<file path="src/rtl/serializer_arbiter_if.sv">
// ============================================================================
//  Module      : serializer_arbiter_if
//  Description : Bundle of the two requester handshakes, the serializer load
//                port and the status outputs of serializer_arbiter.
//                slave  : arbiter side (takes requests, drives serializer)
//                master : environment side (requesters + serializer)
//  Ports       : req0/data0/ack0, req1/data1/ack1 - requester handshakes
//                grant[1:0]                       - one-hot current owner
//                ser_data[7:0]/ser_start/ser_busy - serializer load port
//                err                              - sticky watchdog flag
//  Revision    : 1.0 - initial release
// ============================================================================
`default_nettype none

interface serializer_arbiter_if;
    logic       req0;
    logic [7:0] data0;
    logic       ack0;
    logic       req1;
    logic [7:0] data1;
    logic       ack1;
    logic [1:0] grant;
    logic [7:0] ser_data;
    logic       ser_start;
    logic       ser_busy;
    logic       err;

    modport slave (
        input  req0, data0, req1, data1, ser_busy,
        output ack0, ack1, grant, ser_data, ser_start, err
    );

    modport master (
        output req0, data0, req1, data1, ser_busy,
        input  ack0, ack1, grant, ser_data, ser_start, err
    );
endinterface

`default_nettype wire

</file>
<file path="src/rtl/serializer_arbiter.sv">
// ============================================================================
//  Module      : serializer_arbiter
//  Description : Round-robin arbiter sharing one byte serializer between two
//                byte producers. A grant may carry a burst of up to N_BURST
//                bytes; a watchdog flags a serializer that never goes busy.
//  Ports       : clk  - system clock, rising edge
//                rst  - asynchronous, active-low reset
//                bus  - serializer_arbiter_if.slave (requests, serializer,
//                       grant and err)
//  Revision    : 1.0 - initial release
// ============================================================================
`default_nettype none

module serializer_arbiter #(
    parameter int N_BURST      = 4,    // 1..15
    parameter int WAIT_TIMEOUT = 255   // 1..255
) (
    input  wire logic           clk,
    input  wire logic           rst,
    serializer_arbiter_if.slave bus
);

    typedef enum logic [1:0] {
        S_IDLE      = 2'd0,
        S_LOAD      = 2'd1,
        S_WAIT_BUSY = 2'd2,
        S_WAIT_DONE = 2'd3
    } state_t;

    localparam logic [3:0] c_BURST_MAX = 4'(N_BURST);
    localparam logic [7:0] c_TMO_LAST  = 8'(WAIT_TIMEOUT - 1);

    state_t     r_state;
    logic       r_owner;        // 0 = client 0, 1 = client 1
    logic       r_last_owner;
    logic [3:0] r_burst_cnt;
    logic [7:0] r_tmo_cnt;
    logic [1:0] r_grant;
    logic [7:0] r_ser_data;
    logic       r_ser_start;
    logic       r_ack0;
    logic       r_ack1;
    logic       r_err;

    logic       w_any_req;
    logic       w_idle_pick;
    logic       w_owner_req;
    logic       w_burst_more;
    logic       w_do_load;
    logic       w_load_sel;

    assign w_any_req    = bus.req0 | bus.req1;
    // Single requester wins outright; on a tie the client that did not own
    // the serializer last time gets it.
    assign w_idle_pick  = (bus.req0 & bus.req1) ? ~r_last_owner : bus.req1;
    assign w_owner_req  = r_owner ? bus.req1 : bus.req0;
    assign w_burst_more = w_owner_req && (r_burst_cnt < c_BURST_MAX);

    // The byte is loaded on the edge that enters LOAD, so ser_start/ack are
    // high exactly during the LOAD cycle.
    assign w_do_load  = ((r_state == S_IDLE) && w_any_req) ||
                        ((r_state == S_WAIT_DONE) && !bus.ser_busy && w_burst_more);
    assign w_load_sel = (r_state == S_IDLE) ? w_idle_pick : r_owner;

    always_ff @(posedge clk or negedge rst) begin
        if (!rst) begin
            r_state      <= S_IDLE;
            r_owner      <= 1'b0;
            r_last_owner <= 1'b1;
            r_burst_cnt  <= 4'd0;
            r_tmo_cnt    <= 8'd0;
            r_grant      <= 2'b00;
            r_ser_data   <= 8'h00;
            r_ser_start  <= 1'b0;
            r_ack0       <= 1'b0;
            r_ack1       <= 1'b0;
            r_err        <= 1'b0;
        end else begin
            r_ser_start <= 1'b0;
            r_ack0      <= 1'b0;
            r_ack1      <= 1'b0;

            if (w_do_load) begin
                r_owner     <= w_load_sel;
                r_grant     <= w_load_sel ? 2'b10 : 2'b01;
                r_ser_data  <= w_load_sel ? bus.data1 : bus.data0;
                r_ser_start <= 1'b1;
                r_ack0      <= ~w_load_sel;
                r_ack1      <= w_load_sel;
                r_burst_cnt <= r_burst_cnt + 4'd1;
                r_tmo_cnt   <= 8'd0;
                r_state     <= S_LOAD;
            end else begin
                case (r_state)
                    S_IDLE: begin
                        r_state <= S_IDLE;
                    end
                    S_LOAD: begin
                        r_state <= S_WAIT_BUSY;
                    end
                    S_WAIT_BUSY: begin
                        if (bus.ser_busy) begin
                            r_state <= S_WAIT_DONE;
                        end else if (r_tmo_cnt == c_TMO_LAST) begin
                            // Byte is dropped: flag it and give up the grant.
                            r_err        <= 1'b1;
                            r_last_owner <= r_owner;
                            r_grant      <= 2'b00;
                            r_burst_cnt  <= 4'd0;
                            r_state      <= S_IDLE;
                        end else begin
                            r_tmo_cnt <= r_tmo_cnt + 8'd1;
                        end
                    end
                    S_WAIT_DONE: begin
                        // Reaching here with busy low means no further burst.
                        if (!bus.ser_busy) begin
                            r_last_owner <= r_owner;
                            r_grant      <= 2'b00;
                            r_burst_cnt  <= 4'd0;
                            r_state      <= S_IDLE;
                        end
                    end
                    default: begin
                        r_state <= S_IDLE;
                    end
                endcase
            end
        end
    end

    assign bus.grant     = r_grant;
    assign bus.ser_data  = r_ser_data;
    assign bus.ser_start = r_ser_start;
    assign bus.ack0      = r_ack0;
    assign bus.ack1      = r_ack1;
    assign bus.err       = r_err;

endmodule

`default_nettype wire

</file>
<file path="src/flat_wrapper.sv">
// flat-port wrapper written by rule: the top's interface ports become plain ports
module serializer_arbiter_flat 
#(
    parameter int N_BURST      = 4,            
    parameter int WAIT_TIMEOUT = 255            
)
  (clk, rst, bus_req0, bus_data0, bus_req1, bus_data1, bus_ser_busy, bus_ack0, bus_ack1, bus_grant, bus_ser_data, bus_ser_start, bus_err);
  serializer_arbiter_if bus_i ();
  input  wire logic clk;
  input  wire logic rst;
  input wire logic [$bits(bus_i.req0)-1:0] bus_req0;
  input wire logic [$bits(bus_i.data0)-1:0] bus_data0;
  input wire logic [$bits(bus_i.req1)-1:0] bus_req1;
  input wire logic [$bits(bus_i.data1)-1:0] bus_data1;
  input wire logic [$bits(bus_i.ser_busy)-1:0] bus_ser_busy;
  output wire logic [$bits(bus_i.ack0)-1:0] bus_ack0;
  output wire logic [$bits(bus_i.ack1)-1:0] bus_ack1;
  output wire logic [$bits(bus_i.grant)-1:0] bus_grant;
  output wire logic [$bits(bus_i.ser_data)-1:0] bus_ser_data;
  output wire logic [$bits(bus_i.ser_start)-1:0] bus_ser_start;
  output wire logic [$bits(bus_i.err)-1:0] bus_err;
  assign bus_i.req0 = bus_req0;
  assign bus_i.data0 = bus_data0;
  assign bus_i.req1 = bus_req1;
  assign bus_i.data1 = bus_data1;
  assign bus_i.ser_busy = bus_ser_busy;
  assign bus_ack0 = bus_i.ack0;
  assign bus_ack1 = bus_i.ack1;
  assign bus_grant = bus_i.grant;
  assign bus_ser_data = bus_i.ser_data;
  assign bus_ser_start = bus_i.ser_start;
  assign bus_err = bus_i.err;
  serializer_arbiter #(.N_BURST(N_BURST), .WAIT_TIMEOUT(WAIT_TIMEOUT)) u_core (.clk(clk), .rst(rst), .bus(bus_i));
endmodule
</file>
<file path="config.mk">
export PLATFORM = sky130hd
export DESIGN_NAME = serializer_arbiter_flat
export DESIGN_NICKNAME = d
export VERILOG_FILES = /design/src/rtl/serializer_arbiter_if.sv /design/src/rtl/serializer_arbiter.sv /design/src/flat_wrapper.sv
export SDC_FILE = /design/constraint.sdc
export NUM_CORES = 1
export LEC_CHECK = 0
export CORE_MARGIN = 2
export CORE_UTILIZATION = 53
export DETAILED_ROUTE_END_ITERATION = 16
export PLACE_DENSITY = 0.84
export SLEW_MARGIN = 40
export SYNTH_ARGS = -nofsm -noshare
export SYNTH_HDL_FRONTEND = slang
export SYNTH_SLANG_ARGS = --single-unit
</file>
<file path="constraint.sdc">
create_clock -name clk -period 3 [get_ports clk]
set_clock_uncertainty 0.05 [all_clocks]
set_input_delay 0.75 -clock clk [delete_from_list [all_inputs] [get_ports clk]]
set_output_delay 0.75 -clock clk [all_outputs]
set_load 0.1 [all_outputs]
</file>
==> results.env <==
DP_WORST_SETUP_SLACK_PS=469.9
GROUTE.USAGE.OVERALL=0.2204
DRT.ANTENNA.VIOLATING_NETS=0
TIMING.CRITICAL_PATH.REQUIRED_PS=3210
CLOCK_SINK_COUNT=30
ROUTE.VIAS.TOTAL=1294
MET2_WIRELENGTH_MM=1.629
CLOCK_PATH_BUFFERS=2
HOLD_PATH_CLASS='flop to flop'
ROOT_BUF_CELL='clkbuf_4'
FLOORPLAN.INITIALDENSITY=0.5572
DR.FIRST_ITER.DRC_COUNT=42
PLACE.DETAILED.INSTANCES=212
SYNTH_FF_TYPE='dfrtp_1'
SYN_AREA_UM2=1536
FINAL_WORST_PATH_PERIOD_SHARE=0.7373
HIGHEST-SIGNAL-LAYER='met4'
CTS-HOLD-FIX-BUFFERS=0
FIRST_GLOBAL_VIAS=1330
ASYNC_RESET_FF_FRAC=1.000
CELLINTERNALPOWER_uW=1131
GRT_FIRST_PASS_WIRELENGTH_MM=5.609
POSTSYNTHREGISTERBITS=30
SHARE_COMB_OF_TOTAL_POWER=0.593
AVGSYNTHCELLAREA_UM2=10.45
PORT-BUFFER-COUNT=34
GRT_REMAINING_OVERFLOW=0
WIRELENGTH_MM=3.247
SYN2LAYOUT_AREA_GROWTH_PCT=28.50
P_SEQ_FRAC=0.277
FINALWORSTPATHREQUIREDPERIOD_PS=2212
DIE-AREA_UM2=3345
SYN-NUM-NETS=175
FINAL-INSTANCE-COUNT-EXCL-FILL=220
CRITICAL_PATH_PEAK_FANOUT=15
MAXIMUM_NUMBER_OF_PINS_ON_ONE_NET_BEFORE_GLOBAL_ROUTE_REPAIR=31
TIMING.CRITICAL_PATH.FROM_TYPE='input port'
GRT_SETUP_UNREPAIRED='no'
DR.PASS1.ITERS=4
SYNTH_EDF_COUNT=0
SYNTH_TOP_CELL_BY_AREA='dfrtp_1'
FINAL_NET_COUNT=216
FINAL-HOLD-VIOLATION-COUNT=0
TIMING.HOLD.WS_PS=433.3
SYN-INSTANCE-COUNT=147
WORSTSKEWPAIRLATENCY_PS=330
SUM_OF_NET_HALF_PERIMETERS_AFTER_DETAILED_PLACEMENT_MM=2.369
DRV_CAP=0
TOTALNEGATIVESETUPSLACK_PS=0
IOPINCOUNT=35
SETUP_VIOL_COUNT_FINAL=0
SYNTH_CELL_TYPE_COUNT=42
SWITCHING_POWER_uW=1252
NUMBER_OF_H_TREE_LEVELS=2
SHARE_OF_CELLS_ABOVE_DRIVE_STRENGTH_1=0.1799
NUMCTSBUFFERS=5
YOSYS-TOP-CELLS-AREA='dfrtp_1 47%, o21ai_0 6.5%, ha_1 5.7%'
CRITPATHKIND='input port to flop'
CELLLEAKAGEPOWER_uW=0.0009007
WORSTMARGINPINSLEW_PS=473.4
ANTENNA_DIODE_COUNT=0
WORST_HOLD_PATH.NUM_CELLS=1
WORSTSETUPENDPOINTTYPE='flop'
DIE_HEIGHT_UM=57.84
CLOCK_TREE_FROM_TRITONCTS='yes'
ROUTED_WIRE_LENGTH_PER_INSTANCE_UM=14.76
PWR-SHARE-CLK=0.130
PATH_CLK_SLEW_PS=90
YOSYS.AREA.TOP_TYPE_SHARE=0.4723
YOSYSSEQAREASHARE=0.4894
POWER_DENSITY_nW_PER_UM2=1207
FP.COREAREA_UM2=2758
GP_CONGESTION=0.7361
POWER.SHARE.SWITCHING=0.5255
ANTENNA_FOUND_INITIAL=0
RELSLEWSLACK=0.6840
LAYOUT.CORE_UTILIZATION=0.7160
CTS-RESIZED-GATES=0
CTS.REPAIR_TIMING.SETUP_BUFFER_COUNT=0
CRITPATHARRIVALTIME_PS=2420
R2R.WORST_PATH.CELLS=7
POST_DRT_VIA_CELL_RATIO=5.882
FMAX_MHz=452.1
MET1WIRELENGTH_MM=1.385
FINAL_MAX_SLEW_VIOL_COUNT=0
DIE_W_UM=57.84
IRDROPWORSTVDD_mV=1.328
DRC_ERRORS=0
STD_CELL_ROWS=19
NUMBER_OF_WARNING_MESSAGES_IN_THE_YOSYS_LOG=0
MET3WIRELENGTH_UM=152
FINALWORSTSETUPSLACK_PS=788.1
RUN_STATUS='completed'
## kinds of logic after synthesis
group / Yosys count / synth area share
AO/OA/AOI/OAI: 48 / 0.1955
AND/OR/NAND/NOR: 40 / 0.1539
flip-flops: 30 / 0.4894
buffers and inverters: 10 / 0.02606
multiplexers: 10 / 0.06678
adder cells (fa/ha/maj): 7 / 0.05700
XOR/XNOR: 2 / 0.01140
## per-layer routing
layer	vias up	track usage
met4	0	0.1130
met5	-	0
met2	37	0.3669
met3	13	0.05134
met1	624	0.2669
li1	620	-
## placed cells by master, fill, tap and decap left out, types with 2 or more instances in the layout
cell type | synthesis | routed
nand3_1 | 5 | 5
nand2_1 | 6 | 6
ha_1 | 7 | 7
a21o_1 | 4 | 4
a21oi_1 | 9 | 9
a221o_1 | 2 | 2
clkbuf_4 | 0 | 5
o21ai_0 | 20 | 20
inv_1 | 5 | 5
nand4_1 | 2 | 2
nor2_1 | 5 | 5
clkdlybuf4s50_1 | 0 | 20
o21ai_1 | 2 | 2
buf_4 | 0 | 19
mux2i_1 | 8 | 8
or3_1 | 4 | 4
nand2b_1 | 5 | 5
o31ai_1 | 2 | 2
nor2b_1 | 3 | 3
or4_1 | 2 | 2
clkinv_2 | 0 | 2
dfrtp_1 | 29 | 29
## worst paths after layout
check	from	slack (ps)	to
hold / removal	u_core.bus.err$_DFFE_PN0P_	430	u_core.bus.err$_DFFE_PN0P_
setup reg to reg	u_core.r_state[0]$_DFFE_PN0P_	1040	u_core.r_state[0]$_DFFE_PN0P_
max in group asynchronous	rst	1830	u_core.r_last_owner$_DFFE_PN1P_
setup / recovery	bus_ser_busy	790	u_core.r_burst_cnt[0]$_DFFE_PN0P_
hold reg to reg	u_core.bus.err$_DFFE_PN0P_	430	u_core.bus.err$_DFFE_PN0P_
min in group asynchronous	rst	750	u_core.r_tmo_cnt[5]$_DFFE_PN0P_
## cell usage after synthesis, types with 2 or more instances
master	count
o31ai_1	2
clkbuf_1	3
nand4_1	2
nand2_1	6
nand3_1	5
ha_1	7
mux2i_1	8
buf_2	2
a221o_1	2
nor2_1	5
o21ai_0	20
nand2b_1	5
a21oi_1	9
dfrtp_1	29
o21ai_1	2
or3_1	4
nor2b_1	3
or4_1	2
a21o_1	4
inv_1	5
## sequential cells by signal, summed over array words and instances (netlist names)
register	count
u_core.bus.ack0	1
u_core.bus.ack1	1
u_core.bus.err	1
u_core.bus.grant	2
u_core.bus.ser_data	8
u_core.bus.ser_start	1
u_core.r_burst_cnt	4
u_core.r_last_owner	1
u_core.r_owner	1
u_core.r_state	2
u_core.r_tmo_cnt	8
## layout make-up
class	instances	area, um2
clock buffers	5	37.54
clock inverters	3	40.04
fillers	195	783.3
inverters	5	18.77
multi-input cells	107	744.5
flip-flops and latches	30	752.0
well taps	31	38.79
repair buffers	39	342.8
## stage by stage
step | total power (uW) | instance area [um2]
after global placement | 2038 | 1897
after CTS | 2395 | 1974
after floorplan | 1739 | 1536
final | 2383 | 1974
after detailed placement | 2076 | 1897
after global routing | 2512 | 1974
## power by group through the flow
stage	registers, uW	logic [uW]	clock network (uW)
floorplan	1250	486	0
global placement	658	1380	0
detailed placement	666	1410	0
CTS	660	1420	318
global route	681	1490	337
finish	660	1410	310
## worst max-delay path: stages
cell and delay (ps):
clkdlybuf4s50_1 500, nor4b_2 290, a21o_1 200, nand2_1 80, inv_1 360, mux2_2 250
Power figures use the tool's default switching activity.
